$ cat src/rtl/vme_cmd_responder.sv
`default_nettype none
// ============================================================================
// Module      : vme_cmd_responder
// Description : Device-side end of the VME command channel. Accepts one
//               command/data word pair per start pulse, checks the board
//               address, runs a strobe/ack cycle on the device register bus
//               and returns the result with a one-cycle vme_dat_wr strobe.
// Revision    : 1.0 - initial release
// ============================================================================
module vme_cmd_responder #(
  parameter logic [7:0]  BOARD_ADDR     = 8'hA8,
  parameter int          TIMEOUT_CYCLES = 255,
  parameter int          HOLDOFF_CYCLES = 2,
  parameter logic [15:0] TIMEOUT_DATA   = 16'hDEAD
) (
  input  logic        clk,
  input  logic        rst,
  input  logic        start,
  input  logic [31:0] vme_cmd_reg,
  input  logic [31:0] vme_dat_reg_in,
  output logic        vme_cmd_rd,
  output logic        vme_dat_wr,
  output logic [31:0] vme_dat_reg_out,
  output logic [15:0] dev_sel,
  output logic [11:0] dev_addr,
  output logic        dev_wr,
  output logic        dev_strobe,
  output logic [15:0] dev_wdata,
  input  logic [15:0] dev_rdata,
  input  logic        dev_ack,
  output logic [7:0]  err_count
);

  localparam int TW = $clog2(TIMEOUT_CYCLES + 1);
  localparam int HW = $clog2(HOLDOFF_CYCLES + 1);
  // Last strobe cycle index: the strobe lasts exactly TIMEOUT_CYCLES cycles.
  localparam logic [TW-1:0] C_TO_LAST   = TW'(TIMEOUT_CYCLES - 1);
  localparam logic [HW-1:0] C_HOLD_LAST = HW'(HOLDOFF_CYCLES - 1);

  typedef enum logic [2:0] {
    S_IDLE    = 3'd0,
    S_DECODE  = 3'd1,
    S_STROBE  = 3'd2,
    S_RESP    = 3'd3,
    S_HOLDOFF = 3'd4
  } state_t;

  state_t        state_q, state_d;
  logic [25:0]   cmd_q, cmd_d;
  logic [15:0]   wdat_q, wdat_d;
  logic          cmd_rd_q, cmd_rd_d;
  logic [31:0]   dat_out_q, dat_out_d;
  logic [15:0]   dev_sel_q, dev_sel_d;
  logic [11:0]   dev_addr_q, dev_addr_d;
  logic          dev_wr_q, dev_wr_d;
  logic [15:0]   dev_wdata_q, dev_wdata_d;
  logic [TW-1:0] to_cnt_q, to_cnt_d;
  logic [HW-1:0] hold_cnt_q, hold_cnt_d;
  logic [7:0]    err_count_q, err_count_d;
  logic          err_inc;

  // Upper halves of the input words carry nothing for this block.
  logic unused_bits;
  assign unused_bits = ^{vme_cmd_reg[31:26], vme_dat_reg_in[31:16]};

  // Next-state, datapath and error-count logic.
  always_comb begin
    state_d     = state_q;
    cmd_d       = cmd_q;
    wdat_d      = wdat_q;
    dat_out_d   = dat_out_q;
    dev_sel_d   = dev_sel_q;
    dev_addr_d  = dev_addr_q;
    dev_wr_d    = dev_wr_q;
    dev_wdata_d = dev_wdata_q;
    to_cnt_d    = to_cnt_q;
    hold_cnt_d  = hold_cnt_q;
    err_inc     = 1'b0;

    case (state_q)
      S_IDLE: begin
        // cmd_rd_q guards the first cycle after reset, when state is IDLE
        // but the source has not yet been told we are ready.
        if (start && cmd_rd_q) begin
          cmd_d   = vme_cmd_reg[25:0];
          wdat_d  = vme_dat_reg_in[15:0];
          state_d = S_DECODE;
        end
      end

      S_DECODE: begin
        if (cmd_q[23:16] != BOARD_ADDR) begin
          err_inc    = 1'b1;
          hold_cnt_d = '0;
          state_d    = S_HOLDOFF;
        end else if (!cmd_q[25] && !cmd_q[24]) begin
          hold_cnt_d = '0;
          state_d    = S_HOLDOFF;
        end else begin
          // Read bit dominates when both type bits are set.
          dev_sel_d   = 16'd1 << cmd_q[15:12];
          dev_addr_d  = cmd_q[11:0];
          dev_wr_d    = !cmd_q[25];
          dev_wdata_d = wdat_q;
          to_cnt_d    = '0;
          state_d     = S_STROBE;
        end
      end

      S_STROBE: begin
        // Ack is checked first so an ack on the terminal count is not an error.
        if (dev_ack) begin
          dat_out_d = {16'h0000, (dev_wr_q ? dev_wdata_q : dev_rdata)};
          dev_sel_d = '0;
          state_d   = S_RESP;
        end else if (to_cnt_q == C_TO_LAST) begin
          dat_out_d = {1'b1, 15'b0, TIMEOUT_DATA};
          dev_sel_d = '0;
          err_inc   = 1'b1;
          state_d   = S_RESP;
        end else begin
          to_cnt_d = to_cnt_q + TW'(1);
        end
      end

      S_RESP: begin
        hold_cnt_d = '0;
        state_d    = S_HOLDOFF;
      end

      S_HOLDOFF: begin
        if (hold_cnt_q == C_HOLD_LAST) begin
          state_d = S_IDLE;
        end else begin
          hold_cnt_d = hold_cnt_q + HW'(1);
        end
      end

      default: begin
        state_d = S_IDLE;
      end
    endcase

    err_count_d = err_count_q;
    if (err_inc && (err_count_q != 8'hFF)) begin
      err_count_d = err_count_q + 8'd1;
    end

    // Ready is registered from the next state so it is low during reset
    // and rises on the first edge after reset is released.
    cmd_rd_d = (state_d == S_IDLE);
  end

  // State and datapath registers with synchronous reset.
  always_ff @(posedge clk) begin
    if (rst) begin
      state_q     <= S_IDLE;
      cmd_q       <= '0;
      wdat_q      <= '0;
      cmd_rd_q    <= 1'b0;
      dat_out_q   <= '0;
      dev_sel_q   <= '0;
      dev_addr_q  <= '0;
      dev_wr_q    <= 1'b0;
      dev_wdata_q <= '0;
      to_cnt_q    <= '0;
      hold_cnt_q  <= '0;
      err_count_q <= '0;
    end else begin
      state_q     <= state_d;
      cmd_q       <= cmd_d;
      wdat_q      <= wdat_d;
      cmd_rd_q    <= cmd_rd_d;
      dat_out_q   <= dat_out_d;
      dev_sel_q   <= dev_sel_d;
      dev_addr_q  <= dev_addr_d;
      dev_wr_q    <= dev_wr_d;
      dev_wdata_q <= dev_wdata_d;
      to_cnt_q    <= to_cnt_d;
      hold_cnt_q  <= hold_cnt_d;
      err_count_q <= err_count_d;
    end
  end

  assign vme_cmd_rd      = cmd_rd_q;
  assign vme_dat_wr      = (state_q == S_RESP);
  assign vme_dat_reg_out = dat_out_q;
  assign dev_sel         = dev_sel_q;
  assign dev_addr        = dev_addr_q;
  assign dev_wr          = dev_wr_q;
  assign dev_strobe      = (state_q == S_STROBE);
  assign dev_wdata       = dev_wdata_q;
  assign err_count       = err_count_q;

endmodule
`default_nettype wire
$ cat config.mk
export PLATFORM = sky130hd
export DESIGN_NAME = vme_cmd_responder
export DESIGN_NICKNAME = d
export VERILOG_FILES = /design/src/rtl/vme_cmd_responder.sv
export SDC_FILE = /design/constraint.sdc
export NUM_CORES = 1
export LEC_CHECK = 0
export ABC_AREA = 1
export CAP_MARGIN = 20
export CORE_ASPECT_RATIO = 1.25
export CORE_MARGIN = 1.5
export CORE_UTILIZATION = 51
export CTS_BUF_LIST = sky130_fd_sc_hd__clkbuf_4 sky130_fd_sc_hd__clkbuf_8
export DETAILED_ROUTE_END_ITERATION = 12
export PLACE_DENSITY = 0.95
export SLEW_MARGIN = 40
export SYNTH_ARGS = -nofsm -noshare
export SYNTH_HDL_FRONTEND = slang
export SYNTH_SLANG_ARGS = --single-unit
$ cat constraint.sdc
create_clock -name clk -period 3.45 [get_ports clk]
set_input_delay 0.69 -clock clk [delete_from_list [all_inputs] [get_ports clk]]
set_output_delay 0.69 -clock clk [all_outputs]
set_load 0.02 [all_outputs]
== Yosys cells after proc, flatten, opt, wreduce, memory -nomap -nowiden ==
Index checks and enable logic that the tools add are counted.

* Add/sub/neg operators: 3
* Reductions and logical operators: 16
* Divide/modulo/power cells: 0
* Shift-type cells: 1
* Multiply operators: 0
* Order comparisons: 0
* Muxes and demuxes: 28
* Bitwise operators: 2
* Eq/ne operators: 15

{| class="wikitable"
|+ Operator list
! operator !! number
|-
| 16-bit 2-to-1 mux || 5
|-
| 32-bit 2-to-1 mux || 2
|-
| 8-bit 2-to-1 mux || 4
|-
| 16-bit case mux with 2 select lines || 1
|-
| 3-bit 2-to-1 mux || 6
|-
| 8-bit by 1-bit adder with 8-bit output, second input constant || 2
|-
| 8-bit inequality test, second input constant || 2
|-
| 8-bit case mux with 2 select lines || 1
|-
| 1-bit by 4-bit << shifter with 16-bit output, first input constant || 1
|-
| 3-bit case mux with 5 select lines || 1
|-
| 2-bit inequality test, second input constant || 5
|-
| 8-bit equality test, second input constant || 1
|-
| 3-bit by 2-bit equality test with 1-bit output, second input constant || 2
|-
| 3-bit logical NOT || 2
|-
| 2-bit 2-to-1 mux || 3
|-
| 2-bit case mux with 3 select lines || 1
|-
| 3-bit AND reduction || 2
|-
| 5-bit AND reduction || 1
|-
| 2-bit AND reduction || 2
|-
| 4-bit AND reduction || 1
|-
| 2-bit nonzero test || 2
|-
| 3-bit by 1-bit equality test with 1-bit output, second input constant || 1
|-
| 3-bit equality test, second input constant || 1
|-
| 1-bit logical AND || 3
|-
| 9 further kinds || 13
|}

* Bits of input ports: 84
* RAM bits: 0
* Bits in read-only memories: 0
* Latch bits: 0
* Register bits: 141
* Output and inout port bits: 88
* Memories kept: 0

== Longest topological paths before layout ==
* Word-level depth: 6
* Depth in mapped cells: 11
* Mapped depth without buffers: 10

== Least setup slack after synthesis ==
Ideal clock, no wire load.

* Path type: input -> register
* From: input port rst
* To: register cmd_q[11]
* Setup slack: 1752 ps
* Required time: 3385 ps
* Buffers on the path: 3
* Data arrival time: 1633 ps
* Stages: 6
* Cells stage by stage: clkbuf_1 -> inv_1 -> clkbuf_1 -> clkbuf_1 -> o21ai_0 -> nor2_1

{| class="wikitable"
|+ RTL lines
! element !! RTL line !! RTL
|-
| from (decl) || 17 || <nowiki>input logic rst,</nowiki>
|-
| to (signal assigned) || 171 || <nowiki>cmd_q <= cmd_d;</nowiki>
|-
| to (decl) || 49 || <nowiki>logic [25:0] cmd_q, cmd_d;</nowiki>
|}

== Worst setup path after layout ==
* From: register state_q[1]
* To: output port dev_strobe

* Cells in the longest elaborated chain, start to end: 1

{| class="wikitable"
|+ RTL lines
! element !! RTL line !! RTL
|-
| from (decl) || 48 || <nowiki>state_t state_q, state_d;</nowiki>
|-
| from (signal assigned) || 170 || <nowiki>state_q <= state_d;</nowiki>
|-
| 3-bit by 2-bit equality test with 1-bit output || 191 || <nowiki>assign dev_strobe = (state_q == S_STROBE);</nowiki>
|-
| to (decl) || 27 || <nowiki>output logic dev_strobe,</nowiki>
|}

No other way between the ends.

==> impl_metrics.json <==
{
  "syn_inst": 742,
  "cp_num_cells": 3,
  "ctsLongestPathBuffers": 2,
  "critPathLaunchType": "flip-flop",
  "antenna_found_initial": 0,
  "max_slew_margin_pct": 58.3,
  "numCtsBuffers": 17,
  "die_y_microns": 118,
  "synth_area_per_cell_sq_um": 7.23,
  "initial_core_util_pct": 52.8,
  "cts_hold_buf": 0,
  "seq_area_sq_um": 2520,
  "netlist.area_leader.share_pct": 47.0,
  "drtIter0Drc": 237,
  "core_sq_um": 10200,
  "cts_setup_buffers": 0,
  "holdWs_ns": 0.465,
  "grt_max_degree": 56,
  "drc": 0,
  "fillerInstances": 781,
  "io_pins": 172,
  "place_ws_ns": 1.14,
  "drive_gt1_share_pct": 6.86,
  "grt_pass1_vias": 4717,
  "status": "finished, final reports clean",
  "post-route-util_pct": 69.8,
  "crit_chain": "nand3_4 > inv_1 > clkdlybuf4s50_1",
  "clk_latency_ns": 0.44,
  "crit_buf_inv": 2,
  "synth_commonest_cells": "nor2_1 (182), dfxtp_1 (126), nand2_1 (111), o21ai_0 (92), inv_1 (45)",
  "cts-htree-levels": 4,
  "fin_ws_ns": 0.819,
  "ant_nets": 0,
  "synth.largest_area_cell": "dfxtp_1",
  "vdd_drop_max_mv": 0.418,
  "track_usage_pct": 24.8,
  "setup_viol": 0,
  "multiInputGateArea_sq_um": 2430,
  "synth_ff_type": "dfxtp_1",
  "die_area_sq_um": 11100,
  "ys_types": 33,
  "p_leak_nw": 2.82,
  "finalCritPeriodShare_pct": 76.3,
  "finalWeightedCongestion": 0.879,
  "dr.pass1.iters": 4,
  "viasPerCell": 5.05,
  "num_vias": 5075,
  "cp_slowest_cell": "clkdlybuf4s50_1",
  "drt_wl_total_microns": 13300,
  "cts_tree": "built",
  "crit_family": "buffers and inverters",
  "maxCapViolations": 0,
  "cts_sinks": 126,
  "antenna_cells": 0,
  "fmax_mhz": 380,
  "hold_violations": 0,
  "rsz0062_at_grt": "false",
  "clock-root-buffer": "clkbuf_8",
  "min_period_ns": 2.63,
  "timing.setup.tns_ns": 0,
  "wl_per_cell_microns": 13.2,
  "cp-end-kind": "output port",
  "hp-class": "flip-flop to flip-flop",
  "synth_enable_flop_cells": 0,
  "hpwl_microns": 9030,
  "yosysSeqAreaShare_pct": 47.0,
  "path_class": "flip-flop to output port",
  "cp.arrival_ns": 1.94,
  "syn_to_final_growth_pct": 32.1,
  "rows": 41,
  "skew_ns": 0.0113,
  "power_density_nw_per_um2": 438,
  "worstMarginPinSlew_ns": 0.624,
  "grt-ovfl-total": 0,
  "hold_path_depth": 2,
  "die_x_microns": 94.7,
  "yosysWarnings": 0,
  "worstPathRequired_ns": 2.76,
  "async_reset_ff_share_pct": 0,
  "worstPathMaxFanout": 15,
  "clk_pin_slew_ns": 0.08,
  "synth_seq_cells": 126,
  "yosysMostFrequentCell": "nor2_1",
  "numPortBuffers": 134,
  "reg2reg_depth": 9,
  "slowest_delay_ns": 0.61,
  "grt_first_pass_wirelength_microns": 21700,
  "nets": 950,
  "syn_area_sq_um": 5360,
  "synth_area_leaders": "dfxtp_1 (47%), nor2_1 (13%), o21ai_0 (8.6%)",
  "maxSlewViolCount": 0,
  "cts_resized": 0
}
## per-layer routing
layer | part of all wire, % | wire (microns) | global-route usage (%) | up-vias
met5 | 0 | 0 | 0 | -
met4 | 4.4 | 584 | 13.5 | 0
met3 | 5.8 | 774 | 6.91 | 50
met2 | 48 | 6390 | 40.2 | 169
met1 | 42 | 5500 | 29.2 | 2266
li1 | - | - | - | 2590
## cells by family after synthesis
| group | after synthesis | synth area share [%] |
|---|---|---|
| AO/OA/AOI/OAI | 144 | 14.3 |
| XOR/XNOR | 7 | 1.14 |
| adder cells (fa/ha/maj) | 4 | 0.933 |
| buffers and inverters | 101 | 8.58 |
| flip-flops | 126 | 47.0 |
| other | 1 | 0.0699 |
| AND/OR/NAND/NOR | 359 | 27.9 |
## worst min-delay path: stages (launching register included)
cell and delay, ns:
dfxtp_1 0.32, nand2_1 0.06, a21oi_1 0.05
## placed cells by master (no fill, tap or decap), types with 3 or more instances in the layout
cell / netlist / routed
inv_1: 45 / 44
nand2_2: 5 / 5
nor3_1: 9 / 9
inv_6: 0 / 6
or2_2: 4 / 4
nand2_1: 111 / 111
clkdlybuf4s50_1: 0 / 134
dfxtp_1: 126 / 126
conb_1: 1 / 15
nand3_1: 37 / 37
nor2_1: 182 / 182
xor2_1: 5 / 5
buf_4: 16 / 6
inv_2: 3 / 4
a31oi_1: 11 / 11
o21ai_0: 92 / 92
clkbuf_8: 0 / 18
a21oi_1: 33 / 33
ha_1: 4 / 4
o211ai_1: 3 / 3
## layout make-up
cell class | instances | share of cell area (%)
multi-input combinational | 529 | 34.3
clock inverter | 14 | 2.19
inverter | 48 | 2.54
tap | 129 | 2.28
timing repair buffer | 140 | 19.6
sequential | 126 | 35.6
clock buffer | 18 | 3.50
## flip-flops by register name, indices dropped and copies added (netlist names)
| register | flops |
|---|---|
| wdat_q | 16 |
| cmd_q | 26 |
| err_count | 8 |
| to_cnt_q | 8 |
| dev_sel | 16 |
| dev_addr | 12 |
| dev_wdata | 16 |
| dev_wr | 1 |
| vme_dat_reg_out | 17 |
| state_q | 3 |
| vme_cmd_rd | 1 |
| hold_cnt_q | 2 |
## worst paths after layout
path                        from             endpoint  slack, ns
max                   state_q[1]           dev_strobe       0.82
min          vme_dat_reg_out[31]  vme_dat_reg_out[31]       0.47
max reg2reg            cmd_q[19]           dev_sel[5]       1.48
min reg2reg  vme_dat_reg_out[31]  vme_dat_reg_out[31]       0.47
## power by group
group / total [mW] / switching (mW) / leakage, nW / internal (mW)
registers: 1.53 / 0.0269 / 1.02 / 1.50
clock network: 1.29 / 0.619 / 0.201 / 0.673
logic: 0.279 / 0.154 / 1.59 / 0.125
total: 3.10 / 0.800 / 2.82 / 2.30
## through the flow
stage | instance area, sq um | total power [mW] | std cells
floorplan | 5420 | 1.74 | 756
global placement | 6680 | 1.83 | 972
detailed placement | 6680 | 1.84 | 972
CTS | 7090 | 3.12 | 1004
global route | 7090 | 3.23 | 1004
finish | 7090 | 3.10 | 1004
Note: power is estimated with default switching activity, not from simulation.
